`src/rtl/my_seq_pkg.sv`:
```
// ---------------------------------------------------------------------------
// my_seq_pkg
// Shared definitions for the serial pattern sequence generator:
//   - seq_state_e : burst controller states
//   - REP_W       : width of the frame (repeat) counter
//   - GAP_W       : width of the inter-frame gap counter (GAP_CYCLES <= 15)
// ---------------------------------------------------------------------------
package my_seq_pkg;

    localparam int REP_W = 4;
    localparam int GAP_W = 4;

    typedef enum logic [1:0] {
        IDLE  = 2'd0,
        SHIFT = 2'd1,
        GAP   = 2'd2,
        FIN   = 2'd3
    } seq_state_e;

endpackage

```
`src/rtl/my_seq_gen_if.sv`:
```
// ---------------------------------------------------------------------------
// my_seq_gen_if
// Request/stream bundle of the sequence generator.
//   Requester -> generator : start, pattern, len, repeat_cnt, halt
//   Generator -> requester : out, valid, frame_start, busy, done, aborted
// The repeat count is carried as repeat_cnt because "repeat" is a reserved
// word in SystemVerilog.
// Modports: master (requester side), slave (generator side).
// ---------------------------------------------------------------------------
interface my_seq_gen_if #(
    parameter int PAT_W = 8
);
    import my_seq_pkg::*;

    localparam int LEN_W = $clog2(PAT_W);

    logic             start;
    logic [PAT_W-1:0] pattern;
    logic [LEN_W-1:0] len;
    logic [REP_W-1:0] repeat_cnt;
    logic             halt;
    logic             out;
    logic             valid;
    logic             frame_start;
    logic             busy;
    logic             done;
    logic             aborted;

    modport master (
        output start, pattern, len, repeat_cnt, halt,
        input  out, valid, frame_start, busy, done, aborted
    );

    modport slave (
        input  start, pattern, len, repeat_cnt, halt,
        output out, valid, frame_start, busy, done, aborted
    );

endinterface

```
`src/rtl/my_seq_cnt.sv`:
```
// ---------------------------------------------------------------------------
// my_seq_cnt
// Loadable down-counter with zero flag. Load has priority over decrement and
// the count saturates at zero, so it can never wrap.
//   clock    : rising-edge clock
//   reset    : asynchronous active-low reset (count -> 0)
//   load     : load load_val this cycle
//   load_val : value to load
//   dec      : decrement by one (ignored when already zero)
//   count    : current count
//   zero     : count == 0
// ---------------------------------------------------------------------------
module my_seq_cnt #(
    parameter int W = 4
) (
    input  logic         clock,
    input  logic         reset,
    input  logic         load,
    input  logic [W-1:0] load_val,
    input  logic         dec,
    output logic [W-1:0] count,
    output logic         zero
);

    always_ff @(posedge clock or negedge reset) begin
        if (!reset) begin
            count <= '0;
        end else if (load) begin
            count <= load_val;
        end else if (dec && (count != '0)) begin
            count <= count - W'(1);
        end
    end

    assign zero = (count == '0);

endmodule

```
`src/rtl/my_seq_gen.sv`:
```
// ---------------------------------------------------------------------------
// my_seq_gen
// Serial pattern generator. On start (sampled in IDLE) it latches pattern,
// len and repeat_cnt, then sends repeat_cnt+1 frames of len+1 bits each,
// MSB of the active field first, separated by GAP_CYCLES idle cycles.
// All outputs are registered; the first bit appears the cycle after start.
//   clock : rising-edge clock
//   reset : asynchronous active-low reset
//   bus   : my_seq_gen_if.slave (start/pattern/len/repeat_cnt/halt in,
//           out/valid/frame_start/busy/done/aborted out)
// Parameters: PAT_W (>= 2, must match the interface), GAP_CYCLES (1..15).
// ---------------------------------------------------------------------------
module my_seq_gen
    import my_seq_pkg::*;
#(
    parameter int PAT_W      = 8,
    parameter int GAP_CYCLES = 2
) (
    input logic         clock,
    input logic         reset,
    my_seq_gen_if.slave bus
);

    localparam int LEN_W = $clog2(PAT_W);
    localparam logic [GAP_W-1:0] GAP_LOAD = GAP_W'(GAP_CYCLES - 1);

    seq_state_e       state_q, state_d;
    logic [PAT_W-1:0] pat_q;
    logic [LEN_W-1:0] len_q;
    logic             latch;

    logic out_q, valid_q, fs_q, busy_q, done_q, abort_q;
    logic out_d, valid_d, fs_d, busy_d, done_d, abort_d;

    // Bit counter holds the pattern index of the bit currently on out,
    // counting from len down to 0, so its zero flag marks the last bit.
    logic             b_load, b_dec, b_zero;
    logic [LEN_W-1:0] b_load_val, b_cnt;
    logic             g_load, g_dec, g_zero;
    logic [GAP_W-1:0] g_cnt;
    logic             f_load, f_dec, f_zero;
    logic [REP_W-1:0] f_cnt;

    my_seq_cnt #(.W(LEN_W)) u_bit_cnt (
        .clock    (clock),
        .reset    (reset),
        .load     (b_load),
        .load_val (b_load_val),
        .dec      (b_dec),
        .count    (b_cnt),
        .zero     (b_zero)
    );

    my_seq_cnt #(.W(GAP_W)) u_gap_cnt (
        .clock    (clock),
        .reset    (reset),
        .load     (g_load),
        .load_val (GAP_LOAD),
        .dec      (g_dec),
        .count    (g_cnt),
        .zero     (g_zero)
    );

    my_seq_cnt #(.W(REP_W)) u_frame_cnt (
        .clock    (clock),
        .reset    (reset),
        .load     (f_load),
        .load_val (bus.repeat_cnt),
        .dec      (f_dec),
        .count    (f_cnt),
        .zero     (f_zero)
    );

    // Gap and frame counts are only consumed through their zero flags.
    logic unused_cnt_bits;
    assign unused_cnt_bits = ^{g_cnt, f_cnt};

    // Next state and next registered outputs. Output registers take the
    // value for the cycle that follows the edge, hence the look-ahead on
    // pattern bits (b_cnt - 1, or the top of the field on a frame start).
    always_comb begin
        state_d    = state_q;
        latch      = 1'b0;
        out_d      = 1'b0;
        valid_d    = 1'b0;
        fs_d       = 1'b0;
        busy_d     = 1'b0;
        done_d     = 1'b0;
        abort_d    = 1'b0;
        b_load     = 1'b0;
        b_load_val = len_q;
        b_dec      = 1'b0;
        g_load     = 1'b0;
        g_dec      = 1'b0;
        f_load     = 1'b0;
        f_dec      = 1'b0;

        case (state_q)
            IDLE: begin
                // halt outranks start here: nothing launches.
                if (bus.start && !bus.halt) begin
                    state_d    = SHIFT;
                    latch      = 1'b1;
                    b_load     = 1'b1;
                    b_load_val = bus.len;
                    f_load     = 1'b1;
                    out_d      = bus.pattern[bus.len];
                    valid_d    = 1'b1;
                    fs_d       = 1'b1;
                    busy_d     = 1'b1;
                end
            end
            SHIFT: begin
                if (bus.halt) begin
                    state_d = IDLE;
                    abort_d = 1'b1;
                end else if (!b_zero) begin
                    b_dec   = 1'b1;
                    out_d   = pat_q[b_cnt - LEN_W'(1)];
                    valid_d = 1'b1;
                    busy_d  = 1'b1;
                end else if (!f_zero) begin
                    state_d = GAP;
                    g_load  = 1'b1;
                    busy_d  = 1'b1;
                end else begin
                    state_d = FIN;
                    done_d  = 1'b1;
                    busy_d  = 1'b1;
                end
            end
            GAP: begin
                if (bus.halt) begin
                    state_d = IDLE;
                    abort_d = 1'b1;
                end else if (g_zero) begin
                    state_d = SHIFT;
                    b_load  = 1'b1;
                    f_dec   = 1'b1;
                    out_d   = pat_q[len_q];
                    valid_d = 1'b1;
                    fs_d    = 1'b1;
                    busy_d  = 1'b1;
                end else begin
                    g_dec  = 1'b1;
                    busy_d = 1'b1;
                end
            end
            FIN: begin
                state_d = IDLE;
                abort_d = bus.halt;
            end
            default: begin
                state_d = IDLE;
            end
        endcase
    end

    always_ff @(posedge clock or negedge reset) begin
        if (!reset) begin
            state_q <= IDLE;
            pat_q   <= '0;
            len_q   <= '0;
            out_q   <= 1'b0;
            valid_q <= 1'b0;
            fs_q    <= 1'b0;
            busy_q  <= 1'b0;
            done_q  <= 1'b0;
            abort_q <= 1'b0;
        end else begin
            state_q <= state_d;
            if (latch) begin
                pat_q <= bus.pattern;
                len_q <= bus.len;
            end
            out_q   <= out_d;
            valid_q <= valid_d;
            fs_q    <= fs_d;
            busy_q  <= busy_d;
            done_q  <= done_d;
            abort_q <= abort_d;
        end
    end

    assign bus.out         = out_q;
    assign bus.valid       = valid_q;
    assign bus.frame_start = fs_q;
    assign bus.busy        = busy_q;
    assign bus.done        = done_q;
    assign bus.aborted     = abort_q;

endmodule

```
`src/flat_wrapper.sv`:
```
// flat-port wrapper written by rule: the top's interface ports become plain ports
module my_seq_gen_flat import my_seq_pkg::*;
#(
    parameter int PAT_W      = 8,
    parameter int GAP_CYCLES = 2
)
  (clock, reset, bus_start, bus_pattern, bus_len, bus_repeat_cnt, bus_halt, bus_out, bus_valid, bus_frame_start, bus_busy, bus_done, bus_aborted);
  my_seq_gen_if #(.PAT_W(PAT_W)) bus_i ();
  input logic clock;
  input logic reset;
  input wire logic [$bits(bus_i.start)-1:0] bus_start;
  input wire logic [$bits(bus_i.pattern)-1:0] bus_pattern;
  input wire logic [$bits(bus_i.len)-1:0] bus_len;
  input wire logic [$bits(bus_i.repeat_cnt)-1:0] bus_repeat_cnt;
  input wire logic [$bits(bus_i.halt)-1:0] bus_halt;
  output wire logic [$bits(bus_i.out)-1:0] bus_out;
  output wire logic [$bits(bus_i.valid)-1:0] bus_valid;
  output wire logic [$bits(bus_i.frame_start)-1:0] bus_frame_start;
  output wire logic [$bits(bus_i.busy)-1:0] bus_busy;
  output wire logic [$bits(bus_i.done)-1:0] bus_done;
  output wire logic [$bits(bus_i.aborted)-1:0] bus_aborted;
  assign bus_i.start = bus_start;
  assign bus_i.pattern = bus_pattern;
  assign bus_i.len = bus_len;
  assign bus_i.repeat_cnt = bus_repeat_cnt;
  assign bus_i.halt = bus_halt;
  assign bus_out = bus_i.out;
  assign bus_valid = bus_i.valid;
  assign bus_frame_start = bus_i.frame_start;
  assign bus_busy = bus_i.busy;
  assign bus_done = bus_i.done;
  assign bus_aborted = bus_i.aborted;
  my_seq_gen #(.PAT_W(PAT_W), .GAP_CYCLES(GAP_CYCLES)) u_core (.clock(clock), .reset(reset), .bus(bus_i));
endmodule
```
`config.mk`:
```
export PLATFORM = sky130hd
export DESIGN_NAME = my_seq_gen_flat
export DESIGN_NICKNAME = d
export VERILOG_FILES = /design/src/rtl/my_seq_pkg.sv /design/src/rtl/my_seq_gen_if.sv /design/src/rtl/my_seq_cnt.sv /design/src/rtl/my_seq_gen.sv /design/src/flat_wrapper.sv
export SDC_FILE = /design/constraint.sdc
export NUM_CORES = 1
export LEC_CHECK = 0
export ABC_AREA = 1
export BUFFER_PORTS_ARGS = -buffer_cell sky130_fd_sc_hd__buf_2
export CAP_MARGIN = 20
export CORE_MARGIN = 5
export CORE_UTILIZATION = 30
export CTS_CLUSTER_DIAMETER = 30
export CTS_CLUSTER_SIZE = 8
export DETAILED_ROUTE_END_ITERATION = 16
export GPL_TIMING_DRIVEN = 0
export PLACE_DENSITY = 0.51
export SETUP_SLACK_MARGIN = 0.2
export SYNTH_ARGS = -nofsm -noshare
export SYNTH_HDL_FRONTEND = slang
export SYNTH_SLANG_ARGS = --single-unit
```
`constraint.sdc`:
```
create_clock -name clock -period 2.2 [get_ports clock]
set_clock_uncertainty 0.2 [all_clocks]
set_input_delay 0.22 -clock clock [delete_from_list [all_inputs] [get_ports clock]]
set_output_delay 0.22 -clock clock [all_outputs]
set_load 0.02 [all_outputs]
```
# Word level (Yosys, flattened, before mapping)
# Index checks and enable logic that the tools add are counted.
[op_classes]
n_addsub = 3
n_lt_le_gt_ge = 3
n_eq_ne = 6
mux = 52
reduce_logical = 17
[ops]
columns = ["cell", "count"]
rows = [
  ["$mux 1", 30],
  ["$mux 4", 4],
  ["$lt 3x4->1 const B", 3],
  ["$mux 3", 4],
  ["$mux 2", 5],
  ["$bmux 1 s3", 3],
  ["$logic_not 4->1", 2],
  ["$pmux 2 s4", 1],
  ["$reduce_bool 4->1", 2],
  ["$sub 4x1->4 const B", 2],
  ["$ne 3x2->1 const B", 2],
  ["$pmux 1 s2", 3],
  ["$pmux 1 s3", 2],
  ["$reduce_bool 2->1", 3],
  ["$eq 2x2->1 const B", 2],
  ["$logic_and 1x1->1", 4],
  ["$logic_not 3->1", 1],
  ["$reduce_and 3->1", 1],
  ["$reduce_bool 3->1", 1],
  ["$sub 3x1->3 const B", 1],
  ["$eq 2x1->1 const B", 1],
  ["$logic_not 2->1", 1],
  ["$ne 2x1->1 const B", 1],
  ["$reduce_or 2->1", 1],
  ["$logic_not 1->1", 1],
]
[totals]
regBits = 30
input_bits = 19
output_inout_bits = 6

# Longest topological paths before layout
[logic_depth]
word_depth = 7
depth_mapped = 12
depth_no_buf = 12

# Cells and area by module
# Synthesis repeated with hierarchy kept, for this count alone.
[hier_totals]
hier_cells = 270
hier_area_um2 = 1909.3
[modules_own_cells]
columns = ["mod", "instances", "cells_per_inst", "area_per_inst_um2", "seq_area_each_um2"]
rows = [
  ["my_seq_gen", 1, 151, 1126.1, 475.5],
  ["my_seq_cnt at u_core.u_frame_cnt ...", 2, 46, 295.3, 100.1],
  ["my_seq_cnt at u_core.u_bit_cnt", 1, 27, 192.7, 75.1],
]

# Worst setup path after synthesis
# No wires, ideal clock.
[synth_timing]
kind = "register to register"
start = "register u_core.state_q[0]"
end = "register u_core.u_bit_cnt.count[1]"
setup_time_ns = 0.130
t_arrival_ns = 1.268
t_required_ns = 1.870
setup_slack_ns = 0.602
path_stages_with_launch = 9
n_path_buf = 1
synth_period_minus_slack_ns = 1.598
path_cell_list = "dfrtp_1 inv_1 ha_1 nand3_4 buf_6 nand2_1 o21ai_2 nand2_1 o211ai_1"
[synth_between]
elab_chain_len = 4
[synth_rtl]
columns = ["element", "line", "rtl"]
rows = [
  ["start: declaration", "my_seq_gen.sv:27", "seq_state_e state_q, state_d;"],
  ["start signal: assignment", "my_seq_gen.sv:171", "state_q <= state_d;"],
  ["$eq 2x1->1", "my_seq_gen.sv:98", "case (state_q)"],
  ["$mux 1", "my_seq_gen.sv:98", ""],
  ["$logic_and 1x1->1", "my_seq_cnt.sv:30", "end else if (dec && (count != '0)) begin"],
  ["$reduce_bool 2->1 (no source line)", "n/a", ""],
  ["end signal: assignment", "my_seq_cnt.sv:29", "count <= load_val;"],
  ["end signal: assignment", "my_seq_cnt.sv:31", "count <= count - W'(1);"],
  ["end: declaration", "my_seq_cnt.sv:21", "output logic [W-1:0] count,"],
]
# Several ways; a longest one is shown, not always the timed one.
# A chain may end at the register's enable or synchronous reset.

# Worst setup path in the final report
[layout_timing]
start = "register u_core.u_bit_cnt.count[0]"
end = "register u_core.out_q, in the netlist u_core.bus.out"
[layout_between]
elab_chain_len = 6
[layout_rtl]
columns = ["element", "line", "rtl"]
rows = [
  ["$sub 3x1->3", "my_seq_gen.sv:119", "out_d = pat_q[b_cnt - LEN_W'(1)];"],
  ["$bmux 1 s3", "my_seq_gen.sv:119", ""],
  ["$mux 1 (not written as such)", "my_seq_gen.sv:119", ""],
  ["$mux 1 (*)", "my_seq_gen.sv:117", "end else if (!b_zero) begin"],
  ["$mux 1 (*)", "my_seq_gen.sv:114", "if (bus.halt) begin"],
  ["$pmux 1 s3 (*)", "my_seq_gen.sv:98", ""],
  ["named net u_core.out_d", "my_seq_gen.sv:33", "logic out_d, valid_d, fs_d, busy_d, done_d, abort_d;"],
  ["end signal: assignment", "my_seq_gen.sv:176", "out_q <= out_d;"],
  ["end: declaration", "my_seq_gen.sv:32", "logic out_q, valid_q, fs_q, busy_q, done_q, abort_q;"],
]
# The timed path passes the listed nets; every way through them passes the cells marked *. The select of a mux whose other input is x is not followed.

==> flow_summary.yaml <==
worst_setup_path:
  crit_path_max_fanout: 6
  critPathBufInv: 3
  crit_required_ps: 2180
  critical_path_arrival_ps: 1770
  cp_slowest_stage_delay_ps: 430
  timing.setup.critical_path_class: "flip-flop to flip-flop"
  cell_chain_critical_path: "clkinvlp_4, ha_1, inv_1, nand3_1, nand3_1, nand2_1, nand2_1, nand3_1, nand2_1, inv_1"
  cpLargestDelayFamily: "flip-flops"
  cp_slowest_cell: "dfrtp_2"
  worst_setup_path_end_kind: "flip-flop"
  worstSetupStartpointType: "flip-flop"
logic_synthesis:
  yosys.cell_count.top_type: "nand2_1"
  yosys_most_used_dff: "dfrtp_1"
  netlist_top_cells_area: "dfrtp_1 42%, nand2_1 13%, inv_1 7.6%, nand3_1 7.0%, ha_1 6.3%"
  distinct_cells_synth: 31
  yosys.area.top_type_share_pct: 42.0
  synth_nets: 254
  synth_async_sr_flop_share_pct: 100
  synthesis.yosys.warnings: 0
  commonest_cells_in_the_netlist: "60 x nand2_1, 36 x inv_1, 30 x dfrtp_1"
  synth-seq-area-share_pct: 42.0
  synth-edff-count: 0
  synth_area_per_cell_sq_um: 7.91
  postSynthCellCount: 226
  yosys_register_bits: 30
  synth.largest_area_cell: "dfrtp_1"
  syn-cell-area_sq_um: 1790
layout:
  syn_to_final_growth_pct: 24.2
  final_layout_size_suffix_gt1_share_pct: 22.5
  num-nets-final: 298
  insertedDiodeCount: 0
  utilization_pct: 38.0
  final_design_area_no_fill_sq_um: 2220
  finalNonFillerCells: 346
routing:
  ant_nets: 0
  drc_errors: 0
  wire_per_inst_um: 11.4
  viasPerCell: 4.42
  drt_first_iter_violations: 77
  drt_wl_total_um: 3960
  drt_pass1_iterations: 4
  route.vias.total: 1531
floorplan:
  initial_utilization_pct: 30.6
  fp-row-count: 28
  top_level_ports: 25
  design.die.area_sq_um: 7600
  core_area_sq_um: 5850
  chipHeight_um: 87.2
  dieWidth_um: 87.2
clock_tree:
  cts.path.max_buffers: 2
  number_of_levels_in_the_clock_h_tree: 2
  clk_latency_ps: 280
  cts_root_buf: "clkbuf_8"
  tritoncts: "built"
  cts.clk_slew.worst_paths_ps: 70
  clock_sinks: 30
  cts_inserted_buffers: 5
power:
  leakage_nw: 1.13
  cellInternalPower_mw: 1.60
  vdd.ir_drop.worst_mv: 0.492
  power_switching_share_pct: 43.2
  powerDensity_nw_per_um2: 1270
  clock_network_power_share_pct: 16.6
  total_switching_power_mw: 1.21
  pwr-share-comb_pct: 49.6
  power.share.sequential_pct: 33.9
sta:
  fmaxAchievable_ghz: 0.559
  min_period_ps: 1790
  timing.setup.tns_ps: 0
  worst_slew_margin_rel_pct: 54.3
  setup_viol_count_final: 0
  timing.final.hold_violations: 0
  rsz_0062_raised_after_global_routing: "false"
  fin_worst_hold_slack_ps: 11.1
  post-route-period-util_pct: 81.3
  tightestPinTransition_ps: 686
  maxSlewViolCount: 0
global_routing:
  grt_first_pass_wirelength_um: 6960
  grt.total_usage_pct: 11.5
  antenna_found_initial: 0
  grt_start_max_net_pins: 31
  grt_overflow: 0
  number_of_global_route_vias_before_repair: 1544
placement:
  placed_cells: 325
  routabilityCongestion: 0.772
  placed_cell_area_sq_um: 2000
  final_hpwl_dp_um: 2980
  place.port_buffers: 24
hold_path:
  hold_path_class: "input port to flip-flop"
flow_run:
  max_cap_violations: 0
run_status:
  status: "complete, no violations"
## area by class of cell
class                   count  area (sq um)
fillers                   602          3630
multi-input cells         154           866
flip-flops and latches     30           752
repair buffers             37           243
inverters                  40           156
well taps                  75          93.8
clock buffers               7          86.3
plain buffers               2          18.8
clock inverters             1          5.00
## metal layers
layer / global-route usage (%) / share of wire [%] / up-vias / routed length (um)
met2: 17.9 / 43 / 32 / 1690
met1: 15.6 / 51 / 684 / 2030
li1: - / - / 808 / -
met5: 0 / 0 / - / 0
met4: 4.18 / 1.4 / 0 / 55
met3: 2.74 / 4.6 / 7 / 180
## power groups by stage
stage               registers, mW  logic [mW]  clock network, mW
finish                      0.952        1.39              0.465
global route                0.987        1.62              0.501
CTS                         0.948        1.37              0.476
detailed placement          0.954        1.35                  0
global placement            0.954        1.34                  0
floorplan                   0.966        1.01                  0
## state kept, by name, summed over array words and instances, names as in the netlist
signal,count
u_core.bus.valid,1
u_core.pat_q,8
u_core.state_q,2
u_core.bus.busy,1
u_core.bus.aborted,1
u_core.bus.done,1
u_core.len_q,3
u_core.u_bit_cnt.count,3
u_core.bus.frame_start,1
u_core.u_gap_cnt.count,4
u_core.bus.out,1
u_core.u_frame_cnt.count,4
## worst reg2reg max path: cells and delay by family (launching register included)
kind	cells	cell delay [ps]
adders and majority gates	1	350
buffers and inverters	3	290
and+or+nand+nor	6	430
DFF	1	430
## cells in the final DEF, fill, tap and decap left out, types with 4 or more instances in the layout
cell,netlist,final
buf_2,0,24
buf_4,1,4
clkbuf_8,0,6
dfrtp_1,30,29
dlygate4sd3_1,0,10
ha_1,9,9
inv_1,36,35
nand2_1,60,60
nand3_1,25,25
nor2_1,10,10
o21ai_0,19,19
## cell families (layout without fill, tap and decap cells)
kind of cell | after synthesis | after routing | share of synthesized area [%]
buffers and inverters | 42 | 87 | 9.59
AOI/OAI and AO/OA | 34 | 34 | 12.4
adders and majority gates | 9 | 9 | 6.30
and+or+nand+nor | 110 | 110 | 29.3
xor gates and xnor gates | 1 | 1 | 0.490
DFF | 30 | 30 | 42.0
## worst paths after layout
check / from / to / slack (ps) / cells after the start
worst min register to register: u_core.u_gap_cnt.count[0] / u_core.u_gap_cnt.count[0] / 300 / 2
worst max-delay path: u_core.u_bit_cnt.count[0] / u_core.bus.out / 410 / 10
worst max register to register: u_core.u_bit_cnt.count[0] / u_core.bus.out / 410 / 10
worst min-delay path: bus_repeat_cnt[2] / u_core.u_frame_cnt.count[2] / 10 / 3
min in group asynchronous: reset / u_core.pat_q[1] / 320 / 2
max in group asynchronous: reset / u_core.u_bit_cnt.count[0] / 1010 / 2
## stage by stage
| step | power (mW) | setup WS [ps] |
|---|---|---|
| 3_5_place_dp | 2.30 | 390 |
| 2_1_floorplan | 1.98 | 602 |
| 6_report | 2.81 | 412 |
| 4_1_cts | 2.80 | 349 |
| 3_3_place_gp | 2.29 | 335 |
| 5_1_grt | 3.11 | 228 |
## what timing repair did
item | 4_1_cts | 5_1_grt
setup endpoints to repair | 0 | 1
hold buffers | 10 | 0
hold endpoints to repair | 39 | 0
gates resized for setup | 0 | 2
buffers inserted | 0 | 3
No activity file was read; power rests on OpenSTA's default activity.
